**src/rtl/muldiv_unit.sv**
```systemverilog
`default_nettype none
// ============================================================================
// Module   : muldiv_unit
// Brief    : Iterative shift-add multiplier / restoring divider owning HI/LO.
// Revision : 1.0 - initial release
// ============================================================================
module muldiv_unit #(
   parameter int WIDTH = 32
) (
   input  logic             clk,
   input  logic             reset,
   input  logic             start,
   input  logic [1:0]       op,
   input  logic [WIDTH-1:0] srcA,
   input  logic [WIDTH-1:0] srcB,
   input  logic             hiWrite,
   input  logic             loWrite,
   input  logic [WIDTH-1:0] writeData,
   output logic             busy,
   output logic             done,
   output logic [WIDTH-1:0] hi,
   output logic [WIDTH-1:0] lo
);

   localparam int               CNT_W     = $clog2(WIDTH);
   localparam logic [CNT_W-1:0] LAST_ITER = CNT_W'(WIDTH - 1);

   typedef enum logic [1:0] {
      S_IDLE   = 2'd0,
      S_CALC   = 2'd1,
      S_FINISH = 2'd2
   } state_t;

   state_t             r_state;
   state_t             w_next_state;
   logic [CNT_W-1:0]   r_count;
   logic               r_is_div;
   logic               r_neg_a;
   logic               r_neg_b;
   logic               r_div_zero;
   logic [WIDTH-1:0]   r_src_a;
   logic [WIDTH-1:0]   r_opb;
   logic [WIDTH-1:0]   r_acc_hi;
   logic [WIDTH-1:0]   r_acc_lo;
   logic [WIDTH-1:0]   r_hi;
   logic [WIDTH-1:0]   r_lo;
   logic               r_done;

   logic               w_signed_op;
   logic               w_neg_a;
   logic               w_neg_b;
   logic [WIDTH-1:0]   w_mag_a;
   logic [WIDTH-1:0]   w_mag_b;
   logic [WIDTH:0]     w_sum;
   logic [WIDTH-1:0]   w_shift;
   logic [WIDTH:0]     w_trial;
   logic               w_ge;
   logic [WIDTH-1:0]   w_iter_hi;
   logic [WIDTH-1:0]   w_iter_lo;
   logic [2*WIDTH-1:0] w_prod;
   logic [2*WIDTH-1:0] w_prod_fin;
   logic [WIDTH-1:0]   w_quot;
   logic [WIDTH-1:0]   w_rem;
   logic [WIDTH-1:0]   w_fin_hi;
   logic [WIDTH-1:0]   w_fin_lo;

   // Operand conditioning at the accept edge: signed ops work on magnitudes.
   assign w_signed_op = ~op[0];
   assign w_neg_a     = w_signed_op & srcA[WIDTH-1];
   assign w_neg_b     = w_signed_op & srcB[WIDTH-1];
   assign w_mag_a     = w_neg_a ? -srcA : srcA;
   assign w_mag_b     = w_neg_b ? -srcB : srcB;

   // Multiply step: conditional add of the multiplicand, then shift right.
   assign w_sum = {1'b0, r_acc_hi} + {1'b0, (r_acc_lo[0] ? r_opb : {WIDTH{1'b0}})};

   // Divide step: a set top bit means the shifted remainder already exceeds
   // any WIDTH-bit divisor, so the truncated difference is the correct result.
   assign w_shift = {r_acc_hi[WIDTH-2:0], r_acc_lo[WIDTH-1]};
   assign w_trial = {1'b0, w_shift} - {1'b0, r_opb};
   assign w_ge    = r_acc_hi[WIDTH-1] | ~w_trial[WIDTH];

   always_comb begin
      w_iter_hi = w_sum[WIDTH:1];
      w_iter_lo = {w_sum[0], r_acc_lo[WIDTH-1:1]};
      if (r_is_div) begin
         w_iter_hi = w_ge ? w_trial[WIDTH-1:0] : w_shift;
         w_iter_lo = {r_acc_lo[WIDTH-2:0], w_ge};
      end
   end

   assign w_prod     = {r_acc_hi, r_acc_lo};
   assign w_prod_fin = (r_neg_a ^ r_neg_b) ? -w_prod : w_prod;
   assign w_quot     = (r_neg_a ^ r_neg_b) ? -r_acc_lo : r_acc_lo;
   assign w_rem      = r_neg_a ? -r_acc_hi : r_acc_hi;

   always_comb begin
      w_fin_hi = w_prod_fin[2*WIDTH-1:WIDTH];
      w_fin_lo = w_prod_fin[WIDTH-1:0];
      if (r_is_div) begin
         if (r_div_zero) begin
            w_fin_hi = r_src_a;
            w_fin_lo = {WIDTH{1'b1}};
         end else begin
            w_fin_hi = w_rem;
            w_fin_lo = w_quot;
         end
      end
   end

   always_ff @(posedge clk) begin
      if (reset) begin
         r_state <= S_IDLE;
      end else begin
         r_state <= w_next_state;
      end
   end

   always_comb begin
      w_next_state = r_state;
      case (r_state)
         S_IDLE:   if (start) w_next_state = S_CALC;
         S_CALC:   if (r_count == LAST_ITER) w_next_state = S_FINISH;
         S_FINISH: w_next_state = S_IDLE;
         default:  w_next_state = S_IDLE;
      endcase
   end

   always_ff @(posedge clk) begin
      if (reset) begin
         r_count    <= '0;
         r_is_div   <= 1'b0;
         r_neg_a    <= 1'b0;
         r_neg_b    <= 1'b0;
         r_div_zero <= 1'b0;
         r_src_a    <= '0;
         r_opb      <= '0;
         r_acc_hi   <= '0;
         r_acc_lo   <= '0;
         r_hi       <= '0;
         r_lo       <= '0;
         r_done     <= 1'b0;
      end else begin
         r_done <= (r_state == S_FINISH);
         case (r_state)
            S_IDLE: begin
               if (start) begin
                  r_count    <= '0;
                  r_is_div   <= op[1];
                  r_neg_a    <= w_neg_a;
                  r_neg_b    <= w_neg_b;
                  r_div_zero <= op[1] & (srcB == '0);
                  r_src_a    <= srcA;
                  r_opb      <= w_mag_b;
                  r_acc_hi   <= '0;
                  r_acc_lo   <= w_mag_a;
               end else begin
                  if (hiWrite) r_hi <= writeData;
                  if (loWrite) r_lo <= writeData;
               end
            end
            S_CALC: begin
               r_acc_hi <= w_iter_hi;
               r_acc_lo <= w_iter_lo;
               r_count  <= r_count + CNT_W'(1);
            end
            S_FINISH: begin
               r_hi <= w_fin_hi;
               r_lo <= w_fin_lo;
            end
            default: ;
         endcase
      end
   end

   assign busy = (r_state != S_IDLE);
   assign done = r_done;
   assign hi   = r_hi;
   assign lo   = r_lo;

endmodule
`default_nettype wire

```
**config.mk**
```make
export PLATFORM = sky130hd
export DESIGN_NAME = muldiv_unit
export DESIGN_NICKNAME = d
export VERILOG_FILES = /design/src/rtl/muldiv_unit.sv
export SDC_FILE = /design/constraint.sdc
export NUM_CORES = 1
export LEC_CHECK = 0
export CAP_MARGIN = 15
export CORE_ASPECT_RATIO = 0.5
export CORE_MARGIN = 2
export CORE_UTILIZATION = 60
export CTS_CLUSTER_DIAMETER = 80
export DETAILED_ROUTE_END_ITERATION = 12
export PLACE_DENSITY = 0.84
export SLEW_MARGIN = 25
export SYNTH_ARGS = -nofsm -noshare
export SYNTH_HDL_FRONTEND = slang
export SYNTH_SLANG_ARGS = --single-unit
```
**constraint.sdc**
```tcl
create_clock -name clk -period 5.41 [get_ports clk]
set_input_delay 1.082 -clock clk [delete_from_list [all_inputs] [get_ports clk]]
set_output_delay 1.082 -clock clk [all_outputs]
set_load 0.005 [all_outputs]
```
Yosys cells after proc, flatten, opt, wreduce, memory -nomap -nowiden:

Cells that the tools add are included.

* bits in registers: 204
* output and inout port bits: 66
* logic and storage cells: 74

* muxes and demuxes: 28
* reductions and logical operators: 10
* bitwise gates (word level): 7
* eq/ne operators: 8
* add/subtract/negate cells: 8

Operator list (number)
* 32-bit 2-to-1 mux: 18
* 32-bit case mux with 2 select lines: 4
* 32-bit negation: 4
* 64-bit 2-to-1 mux: 1
* 64-bit negation: 1
* 32-bit by 32-bit adder with 33-bit output: 1
* 32-bit by 32-bit subtractor with 33-bit output: 1
* 32-bit zero test: 1
* 2-bit inequality test (second input constant): 5
* 5-bit case mux with 2 select lines: 1
* 2-bit AND reduction: 3
* 3-bit AND reduction: 2
* 2-bit nonzero test: 3
* 5-bit by 1-bit adder with 5-bit output (second input constant): 1
* 5-bit equality test (second input constant): 1
* 5-bit 2-to-1 mux: 1
* 2-bit 2-to-1 mux: 2
* 2-bit case mux with 2 select lines: 1
* 1-bit AND: 3
* 2-bit by 1-bit equality test with 1-bit output (second input constant): 1
* 2-bit equality test (second input constant): 1
* 2-bit zero test: 1
* 1-bit inverter: 2
* 1-bit bitwise OR: 1
* 1-bit XOR: 1

Depth between registers and ports, before layout:

Gate-level depths: netlist of run 1.

* depth after elaboration: 6
* depth in mapped cells: 15
* gate-level depth less buffers: 14

Least setup slack after synthesis of run 1:

Ideal clock, no wire load.

* kind: input to register
* start point: input port srcA[2]
* end point: register r_acc_lo[27]
* data arrival time: 3592 ps
* required time: 5296 ps
* path slack: 1703 ps
* stages on the path: 10
* cells stage by stage: or4_4 or4_4 or4_4 nor3b_4 and3_1 buf_6 a31oi_1 xor2_1 nor2_1 a2111oi_0

* word-level cells in the longest chain between the ends: 4

RTL lines
* from (decl): line 14 `input logic [WIDTH-1:0] srcA,`
* 32-bit negation: line 71 `assign w_mag_a = w_neg_a ? -srcA : srcA;`
* 32-bit 2-to-1 mux: line 71
* 32-bit 2-to-1 mux: line 147 `if (start) begin`
* 32-bit case mux with 2 select lines: line 145 `case (r_state)`
* to (signal assigned): line 156 `r_acc_lo <= w_mag_a;`
* to (signal assigned): line 164 `r_acc_lo <= w_iter_lo;`
* to (decl): line 44 `logic [WIDTH-1:0] r_acc_lo;`

Every way passes these cells. The select of a mux whose other input is x is not followed.
A chain may end at the register's enable or synchronous reset.

Worst setup path after layout of run 1:

* start point: register r_acc_lo[0]
* end point: register r_hi[8] (netlist: hi[8])

* word-level cells in the longest chain between the ends: 4

RTL lines
* 64-bit negation: line 93 `assign w_prod_fin = (r_neg_a ^ r_neg_b) ? -w_prod : w_prod;`
* 64-bit 2-to-1 mux: line 93
* 32-bit 2-to-1 mux: line 100 `if (r_is_div) begin`
* 32-bit case mux with 2 select lines: line 145
* to (signal assigned): line 158 `if (hiWrite) r_hi <= writeData;`
* to (signal assigned): line 168 `r_hi <= w_fin_hi;`
* to (decl): line 45 `logic [WIDTH-1:0] r_hi;`

Every way passes these cells.

==> results of run 1 <==
-- state kept, by name (all words and copies together) (netlist names) --
signal	count
done	1
hi	32
r_opb	32
r_div_zero	1
r_state	2
r_acc_hi	32
lo	32
r_is_div	1
r_count	5
r_src_a	32
r_neg_a	1
r_neg_b	1
r_acc_lo	32
-- metrics by stage --
step           worst slack [ps]  cell area [sq um]  cells  hold slack, ps  util, %
5_1_grt                     790              18000   2519             469     71.1
3_3_place_gp                939              17300   2483             440     68.3
2_1_floorplan              1700              15500   2100             429        -
6_report                    911              18000   2520             454     71.1
4_1_cts                    1130              18000   2519             455     71.1
3_5_place_dp                838              17300   2483             446     68.3
-- power groups by stage --
stage / combinational (mW) / sequential (mW) / clock [mW]
CTS: 1.11 / 1.70 / 1.56
floorplan: 0.746 / 1.68 / 0
finish: 1.14 / 1.71 / 1.57
global placement: 1.09 / 1.73 / 0
global route: 1.23 / 1.72 / 1.63
detailed placement: 1.10 / 1.73 / 0
-- cell type report --
cell class	instances	area [sq um]	share of cell area, %
Antenna cell	1	2.50	0.0139
Clock buffer	27	557	3.09
Clock inverter	9	156	0.867
Inverter	64	240	1.33
Multi-Input combinational cell	1679	10700	59.3
Sequential cell	204	4090	22.7
Tap cell	344	430	2.39
Timing Repair Buffer	192	1860	10.3
-- placed cells by master, fill, tap and decap left out, types with 24 or more instances in the layout --
cell type / count
nand2_1: 221
a211oi_1: 97
a21oi_1: 232
o221ai_1: 47
nand2b_1: 24
nor3_1: 45
nor2_1: 222
buf_4: 24
clkdlybuf4s50_1: 167
xor2_1: 76
a21o_1: 31
or3_1: 26
dfxtp_1: 203
xnor2_1: 74
inv_1: 63
ha_1: 70
mux2i_1: 53
o21ai_0: 132
-- logic make-up after synthesis --
group,Yosys count
AO/OA/AOI/OAI,717
XOR/XNOR,152
adder cells (fa/ha/maj),72
buffers and inverters,217
flip-flops,204
multiplexers,56
AND/OR/NAND/NOR,682
-- per-layer routing --
metal | track usage (%) | vias up
met2 | 60.1 | 1030
met4 | 16.8 | 0
li1 | - | 7810
met3 | 8.94 | 184
met1 | 54.0 | 7934
met5 | 0 | -
-- critical path, delay by kind of cell (launching register included) --
kind                       cells  cell delay, ps
buffers and inverters          3             970
AOI/OAI and AO/OA              5            1510
DFF                            1             300
and+or+nand+nor                4            1300
adders and majority gates      1             260
-- final timing paths --
| path | to |
|---|---|
| worst max register to register | hi[8]$_SDFFE_PP0P_ |
| worst min-delay path | hi[12]$_SDFFE_PP0P_ |
| worst max-delay path | hi[8]$_SDFFE_PP0P_ |
| worst min register to register | hi[12]$_SDFFE_PP0P_ |
==> summary.md, run 1 <==
| Metric | Value |
|---|---|
| # fillers | approximately 2100 |
| Post-Syn Area per Cell | between 7 and 8 sq um |
| Cell area after synthesis | between 15000 and 20000 sq um |
| PwrDens | approximately 250 nW/um^2 |
| DR iter-0 viols | roughly 2300 |
| Die area | roughly 27000 sq um |
| Vias in the first global route | around 16000 |
| Largest family of logic cells by synthesized area | compound AO/OA/AOI/OAI gates |
| Total number of vias | ~17000 |
| DP HPWL | between 40000 and 50000 um |
| Met2 wire length | approximately 24000 um |
| Synth Instances | 2100 |
| Worst stage delay on the critical path | 580 ps |
| Unrepaired setup endpoints after global routing | no |
| Routed length on met3 | about 6400 um |
| Clk pin slew, worst setup/hold paths | approximately 70 ps |
| Post-synth EDFFs | 0 |
| Fraction of the mapped netlist area in compound gates | approximately 30% |
| Setup TNS | 0 ps |
| Share of cells above drive strength 1 | ~5% |
| Post-CTS Resized | 0 |
| Pin count of the biggest net entering global routing | 124 |
| Nets | ~2300 |
| Minimum clock period | between 4000 and 5000 ps |
| Largest cells by area after synthesis | dfxtp_1, a21oi_1, ha_1 |
| Adder-cell share of the synthesized area | 5.90% |
| Combinational share of power | 25.9% |
| Routed wire length | 55600 um |
| Post-synth top flop | dfxtp_1 |
| Die Y-Extent | approximately 120 um |
| Clk_skew | 15.3 ps |
| FF+latch count, synth | a little over 200 |
| Final Cycle Share | slightly above 80% |
| Synth Warn # | 0 |
| Total GRT Usage | around two fifths |
| CTS sink cnt | about 200 |
| Crit path launch | r_acc_lo[0]$_SDFFE_PP0P_ |
| Worst Tran Pin Value | 1110 ps |
| Share of flip-flops with an asynchronous set or reset | 0% |
| Most common cell in the netlist | a21oi_1 |
| Die span in x | about 230 um |
| Fmax | between 0.2 and 0.25 GHz |
| Max Transition Viols Final | 0 |
| Reg-to-reg startpoint | r_acc_lo[0]$_SDFFE_PP0P_ |
| Setup crit end kind | flop |
| Hold-fix buffers, CTS | 0 |
| Worst setup path class | flop to flop |
| Post-route ant nets | 0 |
| Initial antenna violation count | 1 |
| Hold path cells | 2 |
| Placer Congestion | about 1.0 |
| Share of the synthesized area in the top cell type | 26.3% |
| Critical-path maximum fanout | 19 |
| Critical Path Source Type | flop |
| Critical path data required time | 5790 ps |
| Post-Synth XOR/XNOR Area | under 10% |
| Int Pwr | ~3.0 mW |
| PortBufs | 168 |
| Status | complete, no violations |
| CORE AREA | between 20000 and 30000 sq um |
| CP max stage cell | nand4_1 |
| DRC errors left | 0 |
| Inserted Clock Buffers | 20 |
| Yosys cell types | 73 |
| Site Rows | 41 |
| H-tree levels | 1 |
| Syn Nets | around 2300 |
| Slew headroom | 25.8% |
| Max IR drop VDD | 0.212 mV |
| Final hold vios | 0 |
| Root Buffer | clkbuf_16 |
| Max Used Layer | met4 |
| Clk buf depth | 3 |
| Crit-path cells | buf_4, inv_1, buf_4, ha_1, nand2b_1, nor4_2, nand4_1, o21ai_0, nor2_1, a211oi_1, a21oi_1, a211oi_1, o41ai_1 |
| Clk Latency, worst-skew pair | 530 ps |
| Hold Path Class | flop to flop |
| IO Pins | 169 |
| Net switching power figure | 1.46 mW |
| Sw Share | 32.9% |
| TritonCTS clock tree | built |
| Max_cap viols | 0 |
| First-pass GRT wire length | a little under 90000 um |
| Gr ovfl total | 0 |
| Min-delay src | hi[12]$_SDFFE_PP0P_ |
| Setup bufs post-CTS | 0 |
| Sequential power share | slightly below 40% |
| Multiplexer area fraction after synthesis | between 3 and 4% |
| LEAKAGE | 6.82 nW |
| Post-synthesis simple-gate area fraction | between 20 and 25% |
| Area grow syn2layout | 16.1% |
| Area leader, netlist | dfxtp_1 |
| Most common library cells after synthesis | a21oi_1, nor2_1, nand2_1 |
| Register-to-Register Path Depth | 13 |
| Clock power share | between 30% and 40% |
| Drt first pass iters | 7 |
| WP data arrival | 4880 ps |
| Via density | a little under 7 |
| Reg2reg setup slack | 910 ps |
| Initial Util | about three fifths |
| Post-synthesis sequential area ratio | between 20% and 30% |
| Final number of setup-violating endpoints | 0 |
| Routed length per instance | approximately 22 um |
| DRT met1 WL | between 20000 and 25000 um |
| Power Total | approximately 4.4 mW |
Note: power is estimated with default switching activity, not from simulation.
==> run 2: changes to the inputs <==
Settings changed: CORE_UTILIZATION 60 to 53, PLACE_DENSITY 0.84 to 0.79.
Clock period 5.41 ns to 4.04 ns, I/O delays scaled along.
==> run 2 against run 1 <==
Core utilization is 7.4 points lower. Final cell count up 3.7%. Register-to-register slack got worse by 650 ps. Combinational power increased by 39%. Global-route usage is 3.5 points lower.
==> summary.md, run 2 (same netlist as run 1, synthesis figures left out) <==
| Metric | Value |
|---|---|
| Post-route ant nets | 0 (unchanged) |
| Critical path data required time | 4450 ps (-1340 ps) |
| Reg-to-reg startpoint | r_acc_lo[31]$_SDFFE_PP0P_ |
| Inserted Clock Buffers | 21 (+5.0%) |
| Via density | 6.55 (-2.6%) |
| Gr ovfl total | 0 (unchanged) |
| Register-to-Register Path Depth | 12 (-1) |
| H-tree levels | 1 (unchanged) |
| Final Cycle Share | 93.6% (+10 points) |
| Area grow syn2layout | 18.6% |
| Drt first pass iters | 8 (+1) |
| Setup ws final | 258 ps (-653 ps) |
| Worst Tran Pin Value | 1070 ps (-39.1 ps) |
| Min-delay src | lo[24]$_SDFFE_PP0P_ |
| Capture point of the worst reg-to-reg path | r_acc_hi[23]$_SDFFE_PP0P_ |
| Reg2reg setup slack | 260 ps (-650 ps) |
| Most frequent CP cell | a21oi_1 |
| DRC errors left | 0 (unchanged) |
| Most common cell after layout, fill and taps aside | a21oi_1 |
| Routed wire length | 57400 um (+3.2%) |
| Die span in x | 246 um (+6.3%) |
| Unrepaired setup endpoints after global routing | no |
| Setup bufs post-CTS | 0 (unchanged) |
| DP HPWL | 41900 um (+4.0%) |
| Power Total | 5.91 mW (+34%) |
| CP max stage cell | a2111o_1 |
| Worst setup path class | flop to flop |
| Total GRT Usage | 36.1% (-3.5 points) |
| Routed length per instance | 22.0 um (-0.43%) |
| Root Buffer | clkbuf_16 |
| Nets | 2383 (+2.0%) |
| Clk pin slew, worst setup/hold paths | 70 ps (about the same) |
| Hold path cells | 2 (unchanged) |
| Die Y-Extent | 125 um (+6.2%) |
| Worst stage delay on the critical path | 510 ps (-70 ps) |
| Total number of vias | 17100 (+1.0%) |
| Max IR drop VDD | 0.304 mV (+44%) |
| TritonCTS clock tree | built |
| Post-Place Worst Slack | -55.5 ps (-893 ps) |
| Critical Path Source Type | flop |
| Fmax | 0.264 GHz (+19%) |
| Clk_skew | 26.8 ps (+11.4 ps) |
| Final hold vios | 0 (unchanged) |
| Min-Delay Endpoint | lo[24]$_SDFFE_PP0P_ |
| CTS sink cnt | 204 (unchanged) |
| Minimum clock period | 3780 ps (-717 ps) |
| Initial antenna violation count | 0 (-1) |
| Pin count of the biggest net entering global routing | 98 (-21%) |
| Site Rows | 44 (+7.3%) |
| Hold Path Class | flop to flop |
| Ant diodes | 0 (-1) |
| Setup crit end kind | flop |
| Most frequent cells in the layout | a21oi_1, nor2_1, nand2_1 |
| Crit-path cells | inv_1, ha_1, fa_1, nand2b_1, a21oi_1, o21ai_0, a2111o_1, a21oi_1, a21boi_1, a2111oi_0, a2111oi_1, a221o_1 |
| Share of cells above drive strength 1 | 6.89% (+2.0 points) |
| Initial Util | 53.7% (-7.6 points) |
| PortBufs | 168 (unchanged) |
| LEAKAGE | 7.04 nW (+3.2%) |
| Max_cap viols | 0 (unchanged) |
| Critical-path maximum fanout | 8 (-11) |
| PwrDens | 321 nW/um^2 (+31%) |
| Slew headroom | 28.5% (+2.7 points) |
| Max Transition Viols Final | 0 (unchanged) |
| First-pass GRT wire length | 88200 um (+2.1%) |
| Clk buf depth | 3 (unchanged) |
| Placer Congestion | 1.00 (+0.44%) |
| Crit path launch | r_acc_lo[31]$_SDFFE_PP0P_ |
| Clk Latency, worst-skew pair | 540 ps (about the same) |
| Die area | 30800 sq um (+13%) |
| Final number of setup-violating endpoints | 0 (unchanged) |
| DR iter-0 viols | 2040 (-12%) |
| CORE AREA | 28900 sq um (+14%) |
| WP data arrival | 4190 ps (-690 ps) |
| Vias in the first global route | 15600 (+0.66%) |
| IO Pins | 169 (unchanged) |
| Status | complete, no violations |
run 2: critical path, delay by kind of cell, from the launching register on:
kind	cells	cell delay, ps
buffers and inverters	1	90
AOI/OAI and AO/OA	8	2430
DFF	1	330
adders and majority gates	2	640
and+or+nand+nor	1	180
run 2: where the power goes:
group | total, mW | internal, mW | switching (mW)
clock network | 2.05 | 1.15 | 0.903
registers | 2.28 | 2.13 | 0.146
logic | 1.58 | 0.631 | 0.949
total | 5.91 | 3.91 | 2.00
run 2: what timing repair did:
item,4_1_cts,5_1_grt
hold buffers,0,0
endpoints found under the setup margin,0,1
gates resized for setup,0,3
run 2: cell type report:
class | count | area (sq um)
timing repair buffer | 238 | 2230
clock inverter | 10 | 115
multi-input combinational | 1679 | 10700
tap | 391 | 489
clock buffer | 27 | 578
inverter | 64 | 240
sequential | 204 | 4090
fill | 2569 | 10500
run 2: per-layer routing:
| metal | up-vias | track usage (%) | share of wire (%) |
|---|---|---|---|
| met5 | - | 0 | 0 |
| met3 | 206 | 5.82 | 10 |
| met4 | 0 | 16.6 | 5.3 |
| met1 | 8030 | 50.5 | 42 |
| met2 | 1006 | 54.6 | 43 |
| li1 | 7885 | - | - |
run 2: worst max-delay path by stage:
stage | slack, ps | endpoint
final | 260 | r_acc_hi[23]$_SDFFE_PP0P_
after global routing | 10 | r_acc_hi[23]$_SDFFE_PP0P_
after CTS | 250 | r_acc_hi[23]$_SDFFE_PP0P_
after detailed placement | -60 | r_acc_lo[29]$_SDFFE_PP0P_
after global placement | 50 | r_acc_lo[27]$_SDFFE_PP0P_
after floorplan | 610 | r_acc_lo[27]$_SDFFE_PP0P_
run 2: metrics by stage:
stage	area (sq um)	cells	utilization, %	setup TNS, ps	hold slack, ps
detailed placement	17700	2576	61.3	-55.5	442
global route	18400	2613	63.8	0	470
CTS	18400	2613	63.7	0	451
global placement	17700	2576	61.3	0	439
floorplan	15500	2100	-	0	429
finish	18400	2613	63.8	0	452
